`config.mk`:
```
export PLATFORM = sky130hd
export DESIGN_NAME = mem_stage_flat
export DESIGN_NICKNAME = d
export VERILOG_FILES = /design/src/rtl/mem_stage_pkg.sv /design/src/rtl/mem_stage_if.sv /design/src/rtl/mem_stage_mem_wait_timer.sv /design/src/rtl/mem_stage.sv /design/src/flat_wrapper.sv
export SDC_FILE = /design/constraint.sdc
export NUM_CORES = 1
export LEC_CHECK = 0
export BUFFER_PORTS_ARGS = -buffer_cell sky130_fd_sc_hd__buf_2
export CAP_MARGIN = 20
export CORE_ASPECT_RATIO = 0.7
export CORE_MARGIN = 2
export CORE_UTILIZATION = 40
export DETAILED_ROUTE_END_ITERATION = 16
export GPL_TIMING_DRIVEN = 0
export MAX_ROUTING_LAYER = met4
export PLACE_DENSITY = 0.73
export SLEW_MARGIN = 30
export SYNTH_ARGS = -nofsm -noshare
export SYNTH_HDL_FRONTEND = slang
export SYNTH_SLANG_ARGS = --single-unit
```
`constraint.sdc`:
```
create_clock -name clk -period 3.4 [get_ports clk]
set_input_delay 0.34 -clock clk [delete_from_list [all_inputs] [get_ports clk]]
set_output_delay 0.34 -clock clk [all_outputs]
set_load 0.01 [all_outputs]
```
`src/rtl/mem_stage_pkg.sv`:
```
// Shared definitions for the memory-access stage: widths, execution codes and
// the stage FSM encoding. The writeback datapath muxes use the same codes.
package mem_stage_pkg;

  localparam int DATA_SIZE = 32;
  localparam int REG_SIZE  = 5;
  localparam int CODE_SIZE = 6;

  localparam logic [CODE_SIZE-1:0] ALU_CODE = 6'd1;
  localparam logic [CODE_SIZE-1:0] LW_CODE  = 6'd2;
  localparam logic [CODE_SIZE-1:0] SW_CODE  = 6'd3;

  typedef enum logic {
    RUN      = 1'b0,
    MEM_WAIT = 1'b1
  } state_e;

  function automatic logic is_mem_op(input logic [CODE_SIZE-1:0] code);
    return (code == LW_CODE) || (code == SW_CODE);
  endfunction

endpackage

```
`src/rtl/mem_stage_if.sv`:
```
// Execute-side handshake and data-memory bus of the memory stage.
// Handshake: a transfer happens at a rising edge where ex_valid & ex_ready are both 1;
// the offer may change freely while ex_ready=0. mem_req holds with stable
// address/data until the edge at which mem_ack=1 is sampled.
interface mem_stage_ex_if;
  import mem_stage_pkg::*;

  logic                 ex_valid;
  logic                 ex_ready;
  logic [CODE_SIZE-1:0] ex_code;
  logic [DATA_SIZE-1:0] ex_alu_out;
  logic [DATA_SIZE-1:0] ex_k_out;
  logic [REG_SIZE-1:0]  ex_rd;

  modport master (output ex_valid, ex_code, ex_alu_out, ex_k_out, ex_rd, input ex_ready);
  modport slave  (input ex_valid, ex_code, ex_alu_out, ex_k_out, ex_rd, output ex_ready);
endinterface

interface mem_stage_mem_if;
  import mem_stage_pkg::*;

  logic                 mem_req;
  logic                 mem_we;
  logic [DATA_SIZE-1:0] mem_addr;
  logic [DATA_SIZE-1:0] mem_wdata;
  logic                 mem_ack;
  logic [DATA_SIZE-1:0] mem_rdata;

  modport master (output mem_req, mem_we, mem_addr, mem_wdata, input mem_ack, mem_rdata);
  modport slave  (input mem_req, mem_we, mem_addr, mem_wdata, output mem_ack, mem_rdata);
endinterface

```
`src/rtl/mem_stage_mem_wait_timer.sv`:
```
// Wait counter for an outstanding memory request. The count is the ordinal of
// the current wait cycle, so limit is high in the MEM_TIMEOUT-th cycle.
module mem_wait_timer #(
  parameter int MEM_TIMEOUT = 255
) (
  input  logic clk,
  input  logic rst,
  input  logic clear,
  input  logic enable,
  output logic limit
);

  localparam int CNT_W = $clog2(MEM_TIMEOUT + 1);
  localparam logic [CNT_W-1:0] LIMIT_VAL = CNT_W'(MEM_TIMEOUT);

  logic [CNT_W-1:0] cnt_q, cnt_d;

  assign limit = (cnt_q == LIMIT_VAL);

  // Clear preloads 1: the cycle after the clear is the first wait cycle.
  always_comb begin
    cnt_d = cnt_q;
    if (clear) begin
      cnt_d = CNT_W'(1);
    end else if (enable && !limit) begin
      cnt_d = cnt_q + CNT_W'(1);
    end
  end

  always_ff @(posedge clk) begin
    if (rst) begin
      cnt_q <= '0;
    end else begin
      cnt_q <= cnt_d;
    end
  end

endmodule

```
`src/rtl/mem_stage.sv`:
```
// Memory-access stage: performs LW/SW over a req/ack port with timeout abort,
// passes ALU and bubble instructions through, and registers the writeback bundle.
module mem_stage
  import mem_stage_pkg::*;
#(
  parameter int MEM_TIMEOUT = 255
) (
  input  logic                 clk,
  input  logic                 rst,
  mem_stage_ex_if.slave        ex,
  mem_stage_mem_if.master      mem,
  output logic                 wb_valid,
  output logic [DATA_SIZE-1:0] a_out,
  output logic [DATA_SIZE-1:0] m_out,
  output logic [CODE_SIZE-1:0] e_code,
  output logic [REG_SIZE-1:0]  wb_rd,
  output logic                 wb_we,
  output logic                 mem_err,
  output state_e               state_dbg
);

  state_e               state_q, state_d;
  logic                 mem_req_q, mem_req_d;
  logic                 mem_we_q, mem_we_d;
  logic [DATA_SIZE-1:0] mem_addr_q, mem_addr_d;
  logic [DATA_SIZE-1:0] mem_wdata_q, mem_wdata_d;
  logic                 wb_valid_q, wb_valid_d;
  logic [DATA_SIZE-1:0] a_out_q, a_out_d;
  logic [DATA_SIZE-1:0] m_out_q, m_out_d;
  logic [CODE_SIZE-1:0] e_code_q, e_code_d;
  logic [REG_SIZE-1:0]  wb_rd_q, wb_rd_d;
  logic                 wb_we_q, wb_we_d;
  logic                 mem_err_q, mem_err_d;

  logic timer_clear, timer_enable, timer_limit;

  assign timer_clear  = (state_q == RUN);
  assign timer_enable = (state_q == MEM_WAIT) && !mem.mem_ack;

  mem_wait_timer #(.MEM_TIMEOUT(MEM_TIMEOUT)) u_timer (
    .clk    (clk),
    .rst    (rst),
    .clear  (timer_clear),
    .enable (timer_enable),
    .limit  (timer_limit)
  );

  assign ex.ex_ready    = (state_q == RUN);
  assign mem.mem_req    = mem_req_q;
  assign mem.mem_we     = mem_we_q;
  assign mem.mem_addr   = mem_addr_q;
  assign mem.mem_wdata  = mem_wdata_q;
  assign wb_valid       = wb_valid_q;
  assign a_out          = a_out_q;
  assign m_out          = m_out_q;
  assign e_code         = e_code_q;
  assign wb_rd          = wb_rd_q;
  assign wb_we          = wb_we_q;
  assign mem_err        = mem_err_q;
  assign state_dbg      = state_q;

  always_comb begin
    state_d     = state_q;
    mem_req_d   = mem_req_q;
    mem_we_d    = mem_we_q;
    mem_addr_d  = mem_addr_q;
    mem_wdata_d = mem_wdata_q;
    wb_valid_d  = 1'b0;
    a_out_d     = a_out_q;
    m_out_d     = m_out_q;
    e_code_d    = e_code_q;
    wb_rd_d     = wb_rd_q;
    wb_we_d     = wb_we_q;
    mem_err_d   = mem_err_q;

    if (state_q == RUN) begin
      if (ex.ex_valid) begin
        a_out_d     = ex.ex_alu_out;
        e_code_d    = ex.ex_code;
        wb_rd_d     = ex.ex_rd;
        mem_addr_d  = ex.ex_alu_out;
        mem_wdata_d = ex.ex_k_out;
        if (is_mem_op(ex.ex_code)) begin
          mem_req_d = 1'b1;
          mem_we_d  = (ex.ex_code == SW_CODE);
          state_d   = MEM_WAIT;
        end else begin
          wb_valid_d = 1'b1;
          wb_we_d    = (ex.ex_code == ALU_CODE) && (ex.ex_rd != '0);
        end
      end
    end else begin
      // An ack in the limit cycle takes priority over the timeout abort.
      if (mem.mem_ack) begin
        mem_req_d  = 1'b0;
        wb_valid_d = 1'b1;
        state_d    = RUN;
        if (e_code_q == LW_CODE) begin
          m_out_d = mem.mem_rdata;
          wb_we_d = (wb_rd_q != '0);
        end else begin
          wb_we_d = 1'b0;
        end
      end else if (timer_limit) begin
        mem_req_d  = 1'b0;
        wb_valid_d = 1'b1;
        wb_we_d    = 1'b0;
        mem_err_d  = 1'b1;
        state_d    = RUN;
      end
    end
  end

  always_ff @(posedge clk) begin
    if (rst) begin
      state_q     <= RUN;
      mem_req_q   <= 1'b0;
      mem_we_q    <= 1'b0;
      mem_addr_q  <= '0;
      mem_wdata_q <= '0;
      wb_valid_q  <= 1'b0;
      a_out_q     <= '0;
      m_out_q     <= '0;
      e_code_q    <= '0;
      wb_rd_q     <= '0;
      wb_we_q     <= 1'b0;
      mem_err_q   <= 1'b0;
    end else begin
      state_q     <= state_d;
      mem_req_q   <= mem_req_d;
      mem_we_q    <= mem_we_d;
      mem_addr_q  <= mem_addr_d;
      mem_wdata_q <= mem_wdata_d;
      wb_valid_q  <= wb_valid_d;
      a_out_q     <= a_out_d;
      m_out_q     <= m_out_d;
      e_code_q    <= e_code_d;
      wb_rd_q     <= wb_rd_d;
      wb_we_q     <= wb_we_d;
      mem_err_q   <= mem_err_d;
    end
  end

endmodule

```
`src/flat_wrapper.sv`:
```
// flat-port wrapper written by rule: the top's interface ports become plain ports
module mem_stage_flat import mem_stage_pkg::*;
#(
  parameter int MEM_TIMEOUT = 255
)
  (clk, rst, wb_valid, a_out, m_out, e_code, wb_rd, wb_we, mem_err, state_dbg, ex_ex_valid, ex_ex_code, ex_ex_alu_out, ex_ex_k_out, ex_ex_rd, ex_ex_ready, mem_mem_req, mem_mem_we, mem_mem_addr, mem_mem_wdata, mem_mem_ack, mem_mem_rdata);
  mem_stage_ex_if ex_i ();
  mem_stage_mem_if mem_i ();
  input  logic clk;
  input  logic rst;
  output logic wb_valid;
  output logic [DATA_SIZE-1:0] a_out;
  output logic [DATA_SIZE-1:0] m_out;
  output logic [CODE_SIZE-1:0] e_code;
  output logic [REG_SIZE-1:0] wb_rd;
  output logic wb_we;
  output logic mem_err;
  output state_e state_dbg;
  input wire logic [$bits(ex_i.ex_valid)-1:0] ex_ex_valid;
  input wire logic [$bits(ex_i.ex_code)-1:0] ex_ex_code;
  input wire logic [$bits(ex_i.ex_alu_out)-1:0] ex_ex_alu_out;
  input wire logic [$bits(ex_i.ex_k_out)-1:0] ex_ex_k_out;
  input wire logic [$bits(ex_i.ex_rd)-1:0] ex_ex_rd;
  output wire logic [$bits(ex_i.ex_ready)-1:0] ex_ex_ready;
  output wire logic [$bits(mem_i.mem_req)-1:0] mem_mem_req;
  output wire logic [$bits(mem_i.mem_we)-1:0] mem_mem_we;
  output wire logic [$bits(mem_i.mem_addr)-1:0] mem_mem_addr;
  output wire logic [$bits(mem_i.mem_wdata)-1:0] mem_mem_wdata;
  input wire logic [$bits(mem_i.mem_ack)-1:0] mem_mem_ack;
  input wire logic [$bits(mem_i.mem_rdata)-1:0] mem_mem_rdata;
  assign ex_i.ex_valid = ex_ex_valid;
  assign ex_i.ex_code = ex_ex_code;
  assign ex_i.ex_alu_out = ex_ex_alu_out;
  assign ex_i.ex_k_out = ex_ex_k_out;
  assign ex_i.ex_rd = ex_ex_rd;
  assign ex_ex_ready = ex_i.ex_ready;
  assign mem_mem_req = mem_i.mem_req;
  assign mem_mem_we = mem_i.mem_we;
  assign mem_mem_addr = mem_i.mem_addr;
  assign mem_mem_wdata = mem_i.mem_wdata;
  assign mem_i.mem_ack = mem_mem_ack;
  assign mem_i.mem_rdata = mem_mem_rdata;
  mem_stage #(.MEM_TIMEOUT(MEM_TIMEOUT)) u_core (.clk(clk), .rst(rst), .ex(ex_i), .mem(mem_i), .wb_valid(wb_valid), .a_out(a_out), .m_out(m_out), .e_code(e_code), .wb_rd(wb_rd), .wb_we(wb_we), .mem_err(mem_err), .state_dbg(state_dbg));
endmodule
```
==> reports/results.tsv, run 1 <==
metric	value	unit
Skew-Pair Late Insertion Delay	0.41	ns
# port buffers	255	
Area Growth Syn to Fin	45.1	%
Pre-antenna DRT Iters	4	
total wire length	13900	um
period utilisation layout	59.0	%
post-synth top area share	53.1	%
Mapped Cells	576	
initial antenna violation count	1	
Yosys warning count	0	
Hold Path Class	input pin to flip-flop	
crit path from	u_core.state_dbg	
FMAX	499	MHz
global router's overall resource usage	22.7	%
DRT iter0 DRCs	214	
total chip power	3610	uW
io pins	257	
die area	12300	um^2
Crit path arrival time	2.34	ns
CTS resizes	0	
CTS tree	yes	
Initial Util	41.3	%
hold-fix buffer count after cts	0	
Clock Tree Buf Depth	2	
DRC errors left	0	
Final Hold Viols	0	
hold path start	ex_ex_alu_out[29]	
max-cap viol count	0	
synthesized flop and latch total	121	
Setup TNS	0	ns
Setup Crit Path Kind	flip-flop to flip-flop	
GR Overflow Total	0	
Final GP Congestion	0.826	
Worst Setup End Kind	flip-flop	
Root Buffer	clkbuf_16	
unrepaired setup endpoints after global routing	no	
final antenna-violating net count	0	
global-route wire length before repair	21200	um
Worst setup SP type	flip-flop	
top-count cell post-synth	nand2_1	
Setup-failing EPs final	0	
Post-synth top flop	dfxtp_1	
via density per instance	4.67	
synth top area cells	dfxtp_1, nand2_1, a21oi_1, buf_4, clkbuf_1	
run status	finished clean	
Crit path required time	3.73	ns
Post-synth EDFFs	0	
Post-CTS Setup Bufs	0	
Net count, final	962	
vias	4750	
largest net degree at the start of global routing	17	
Synth cell types	34	
min cycle time layout	2.01	ns
Num CTS Buffers	17	
H-tree levels	4	
post-synthesis sequential area ratio	53.1	%
Crit Path Max Fanout	10	
wire length per cell	13.6	um
HPWL Detailed	10600	um
most frequent cells after synthesis	nand2_1, dfxtp_1, a21oi_1	
Max-slew headroom	59.2	%
final max-slew violation count	0	
Worst VDD drop	0.354	mV
largest area contributor in the netlist	dfxtp_1	
Synth Area per Inst	7.92	um^2
share of layout cells above drive strength 1	38.0	%
vias in the first global route	4231	
Mapped Area	4560	um^2
syn nets	688	
asr flop ratio synth	0	%
register clock-pin slew on the reported worst setup and hold paths	0.06	ns
Worst Tran Pin Value	0.611	ns
Power Density	546	nW/um^2
RR Startpoint	u_core.state_dbg	
P_leak	0.00319	uW
CTS sink cnt	121	
Core Area	11100	um^2
die width	132	um
skew final	0.0126	ns
Row Count	32	
Die Ht	93.3	um
==> worst max-delay path, cell delays in order, from the launching register on <==
cell and delay, ns:
dfxtp_1 0.31, buf_2 0.17, nor2b_1 0.29, clkbuf_1 0.50, buf_1 0.39, nand2_1 0.11, a21oi_1 0.15
==> logic make-up (layout without fill, tap and decap cells) <==
logic type / after synthesis / after routing / synth area share (%)
flip-flops: 121 / 121 / 53.1
AND/OR/NAND/NOR: 249 / 249 / 21.9
other: 0 / 1 / 0
AO/OA/AOI/OAI: 126 / 126 / 14.7
adder cells (fa/ha/maj): 1 / 1 / 0.274
XOR/XNOR: 4 / 4 / 0.768
buffers and inverters: 73 / 360 / 8.86
multiplexers: 2 / 2 / 0.439
==> layer usage <==
layer / wire, um / track usage, % / part of all wire (%) / vias to the layer above
li1: - / - / - / 2400
met1: 6330 / 28.6 / 46 / 2164
met2: 6470 / 35.0 / 47 / 172
met3: 872 / 7.53 / 6.3 / 14
met4: 205 / 6.97 / 1.5 / 0
met5: 0 / - / 0 / -
==> layout by cell type (no fill, tap or decap), types with 2 or more instances in the layout <==
cell	Yosys	layout
o211ai_1	2	2
clkbuf_1	25	26
nand2_1	218	218
a21oi_1	113	113
nor2_1	11	11
inv_6	0	2
buf_4	32	32
clkinvlp_4	0	6
bufinv_16	0	2
nor2b_1	2	2
buf_1	4	4
mux2i_1	2	2
clkinv_4	0	2
inv_1	4	4
buf_2	8	263
or3_1	2	2
or4_1	4	4
nand3_1	3	3
o21ai_0	2	2
dfxtp_1	121	121
xor2_1	4	4
clkbuf_16	0	17
nand4_1	2	2
and3_1	2	2
==> power breakdown <==
part,internal [uW],total (uW),switching [uW]
registers,1470,1510,34.9
logic,156,341,185
clock network,1100,1770,664
total,2730,3610,884
==> stage by stage <==
stage | instances | utilization (%) | worst slack [ns] | hold slack, ns | area (um^2)
floorplan | 576 | - | 1.51 | 0.452 | 4560
global placement | 984 | 54.6 | 1.38 | 0.439 | 6030
detailed placement | 984 | 54.6 | 1.38 | 0.443 | 6030
CTS | 1016 | 59.9 | 1.36 | 0.148 | 6620
global route | 1017 | 59.9 | 1.19 | 0.152 | 6620
finish | 1017 | 59.9 | 1.39 | 0.162 | 6620
==> flip-flops by register name (all words and copies together), names as in the netlist <==
signal	count
u_core.mem.mem_we	1
u_core.mem.mem_req	1
u_core.u_timer.cnt_q	8
u_core.mem.mem_addr	32
u_core.mem_err	1
u_core.wb_valid	1
u_core.mem.mem_wdata	32
u_core.wb_we	1
u_core.state_dbg	1
u_core.e_code	6
u_core.wb_rd	5
u_core.m_out	32
==> cell type report <==
| type | instances | area [um^2] |
|---|---|---|
| clock inverters | 13 | 145 |
| diodes | 1 | 2.50 |
| multi-input cells | 382 | 1730 |
| inverters | 4 | 15.0 |
| fillers | 1065 | 4430 |
| flip-flops and latches | 121 | 2420 |
| well taps | 153 | 191 |
| clock buffers | 19 | 443 |
| repair buffers | 255 | 1280 |
| plain buffers | 69 | 389 |
==> final timing paths <==
| kind | to | slack [ns] | cells past startpoint |
|---|---|---|---|
| setup / recovery | u_core.mem.mem_addr[13] | 1.39 | 6 |
| hold / removal | u_core.mem.mem_addr[29] | 0.16 | 3 |
| setup reg to reg | u_core.mem.mem_addr[13] | 1.39 | 6 |
| hold reg to reg | u_core.m_out[9] | 0.45 | 2 |
No activity file was read; power rests on OpenSTA's default activity.
==> run 2: changes to the inputs <==
PLACE_DENSITY = 0.75   (was 0.73)
clock period = 1.8 ns   (was 3.4 ns; I/O delays follow)
==> run 2 against run 1 <==
- highest routed layer unchanged
- critical path type unchanged
- global-route usage is 0.86 points higher
- setup slack worse by 1.4 ns
- critical endpoint is now u_core.m_out[29]
- register-to-register slack worse by 1.4 ns
- non-clock buffer count is 28 higher
- largest power group unchanged
- sequential cell count stayed put
- maximum frequency is 11% higher
- sequential share of layout area is 2.2 points lower
- sequential power is 88% higher
- the run now ends with negative setup slack left
==> reports/results.tsv, run 2 (synthesis gave the netlist of run 1 again) <==
metric	value	unit
HPWL Detailed	10300	um
DRC errors left	0	
Setup Crit Path Kind	flip-flop to flip-flop	
n_diodes	0	
vias in the first global route	4577	
Crit path arrival time	2.07	ns
GR Overflow Total	0	
Psw	1660	uW
Row Count	32	
worst path bufs/invs	1	
die width	132	um
final setup margin	-0.00505	ns
Worst Setup End Kind	flip-flop	
Worst setup SP type	flip-flop	
worst slack, placed	-0.232	ns
die area	12300	um^2
slowest cell on the critical path	or4b_4	
FMAX	554	MHz
Setup-failing EPs final	4	
Net Sw Frac	22.9	%
Worst path max stage delay	0.55	ns
unrepaired setup endpoints after global routing	yes	
Initial Util	41.3	%
Core Area	11100	um^2
wire length per cell	13.6	um
Final GP Congestion	0.813	
Die Ht	93.3	um
# fillers	1008	
Hold Path Class	input pin to flip-flop	
io pins	257	
min cycle time layout	1.81	ns
largest net degree at the start of global routing	17	
run status	complete, but fails checks	
Gate power share	9.7	%
Worst Tran Pin Value	0.616	ns
Num CTS Buffers	17	
final antenna-violating net count	0	
global router's overall resource usage	23.6	%
DRT iter0 DRCs	230	
most frequent cells in the layout	buf_2, nand2_1, dfxtp_1	
Clk network pwr share	51.1	%
skew final	0.0107	ns
Net count, final	990	
worst-path cell chain	or4b_4 -> or4_4 -> buf_6 -> nand2_1 -> a21oi_1	
period utilisation layout	100	%
Max-slew headroom	58.9	%
H-tree levels	4	
internal power	5580	uW
Final Hold Viols	0	
max-cap viol count	0	
P_leak	0.00341	uW
fin cells	1044	
Power Density	1030	nW/um^2
failing checks	negative setup slack	
vias	4861	
sequential share of power	39.3	%
kind of cell adding the most delay to the critical path	simple AND/OR/NAND/NOR gates	
global-route wire length before repair	22300	um
Skew-Pair Late Insertion Delay	0.41	ns
initial antenna violation count	0	
# port buffers	255	
Clock Tree Buf Depth	2	
register clock-pin slew on the reported worst setup and hold paths	0.06	ns
Crit path required time	2.06	ns
Crit Path Max Fanout	10	
share of layout cells above drive strength 1	40.1	%
Area Growth Syn to Fin	54.7	%
commonest non-fill, non-tap cell in the layout	buf_2	
total wire length	14200	um
via density per instance	4.66	
final max-slew violation count	0	
Worst VDD drop	0.632	mV
fin util	63.9	%
CTS tree	yes	
Pre-antenna DRT Iters	4	
CTS sink cnt	121	
Root Buffer	clkbuf_16	
placed cells	984	
run 2: changes by cell type in the layout (fill, tap and decap cells not counted), moves of 4 or more:
cell           before  now
buf_2             263  258
buf_6               0    4
clkbuf_1           26   15
clkbuf_2            0    9
clkbuf_4            0    4
dlygate4sd3_1       0   25
nand2_1           218  212
nand2_2             0    4
run 2: per-layer routing:
layer / wire [um] / GRT usage [%] / vias up / part of all wire (%)
met5: 0 / - / - / 0
met4: 146 / 7.16 / 0 / 1.0
met3: 690 / 5.15 / 14 / 4.8
met2: 6890 / 39.1 / 175 / 48
met1: 6520 / 29.3 / 2207 / 46
li1: - / - / 2465 / -
run 2: timing repair:
action                                  4_1_cts  5_1_grt
endpoints found under the setup margin       80       63
gates resized for setup                      18       19
pin swaps                                     0        3
gates cloned                                  1        0
hold buffers                                 25        0
hold endpoints to repair                     25        0
buffers inserted                              2        1
run 2: metrics by stage:
stage	hold slack, ns	TNS (ns)	cell area (um^2)	total power [uW]
detailed placement	0.426	-12.48	6050	3540
global placement	0.422	-12.22	6050	3540
floorplan	0.308	-0.0701	4580	3210
global route	0.0000133	-1.51	7060	7530
CTS	0.00115	-0.0762	7000	7300
finish	0.0104	-0.0111	7060	7240
run 2: final cells by class:
class / instances / area, um^2 / area share [%]
flip-flops and latches: 121 / 2430 / 34.4
plain buffers: 68 / 428 / 6.06
multi-input cells: 382 / 1790 / 25.3
repair buffers: 284 / 1560 / 22.1
clock inverters: 14 / 221 / 3.14
inverters: 4 / 15.0 / 0.213
well taps: 153 / 191 / 2.71
clock buffers: 18 / 429 / 6.08
run 2: path summary, 6_finish.rpt:
kind                           start                       to  slack, ns  cells past startpoint
max                 u_core.e_code[3]         u_core.m_out[29]     -0.005                      5
min                   ex_ex_k_out[3]  u_core.mem.mem_wdata[3]       0.01                      3
max reg2reg         u_core.e_code[3]         u_core.m_out[29]     -0.005                      5
min reg2reg  u_core.mem.mem_wdata[8]  u_core.mem.mem_wdata[8]       0.45                      2
run 2: power by group through the flow:
stage | combinational, uW | sequential (uW) | clock, uW
after global placement | 641 | 2890 | 0
after global routing | 769 | 2850 | 3910
after CTS | 697 | 2840 | 3760
after floorplan | 274 | 2940 | 0
final | 701 | 2840 | 3700
after detailed placement | 645 | 2900 | 0
run 2: worst reg2reg max path, delay by kind of cell (launching register included):
family	cells	cell delay (ns)
compound gates	1	0.06
buf+inv	1	0.18
flops	1	0.31
simple gates	3	1.13
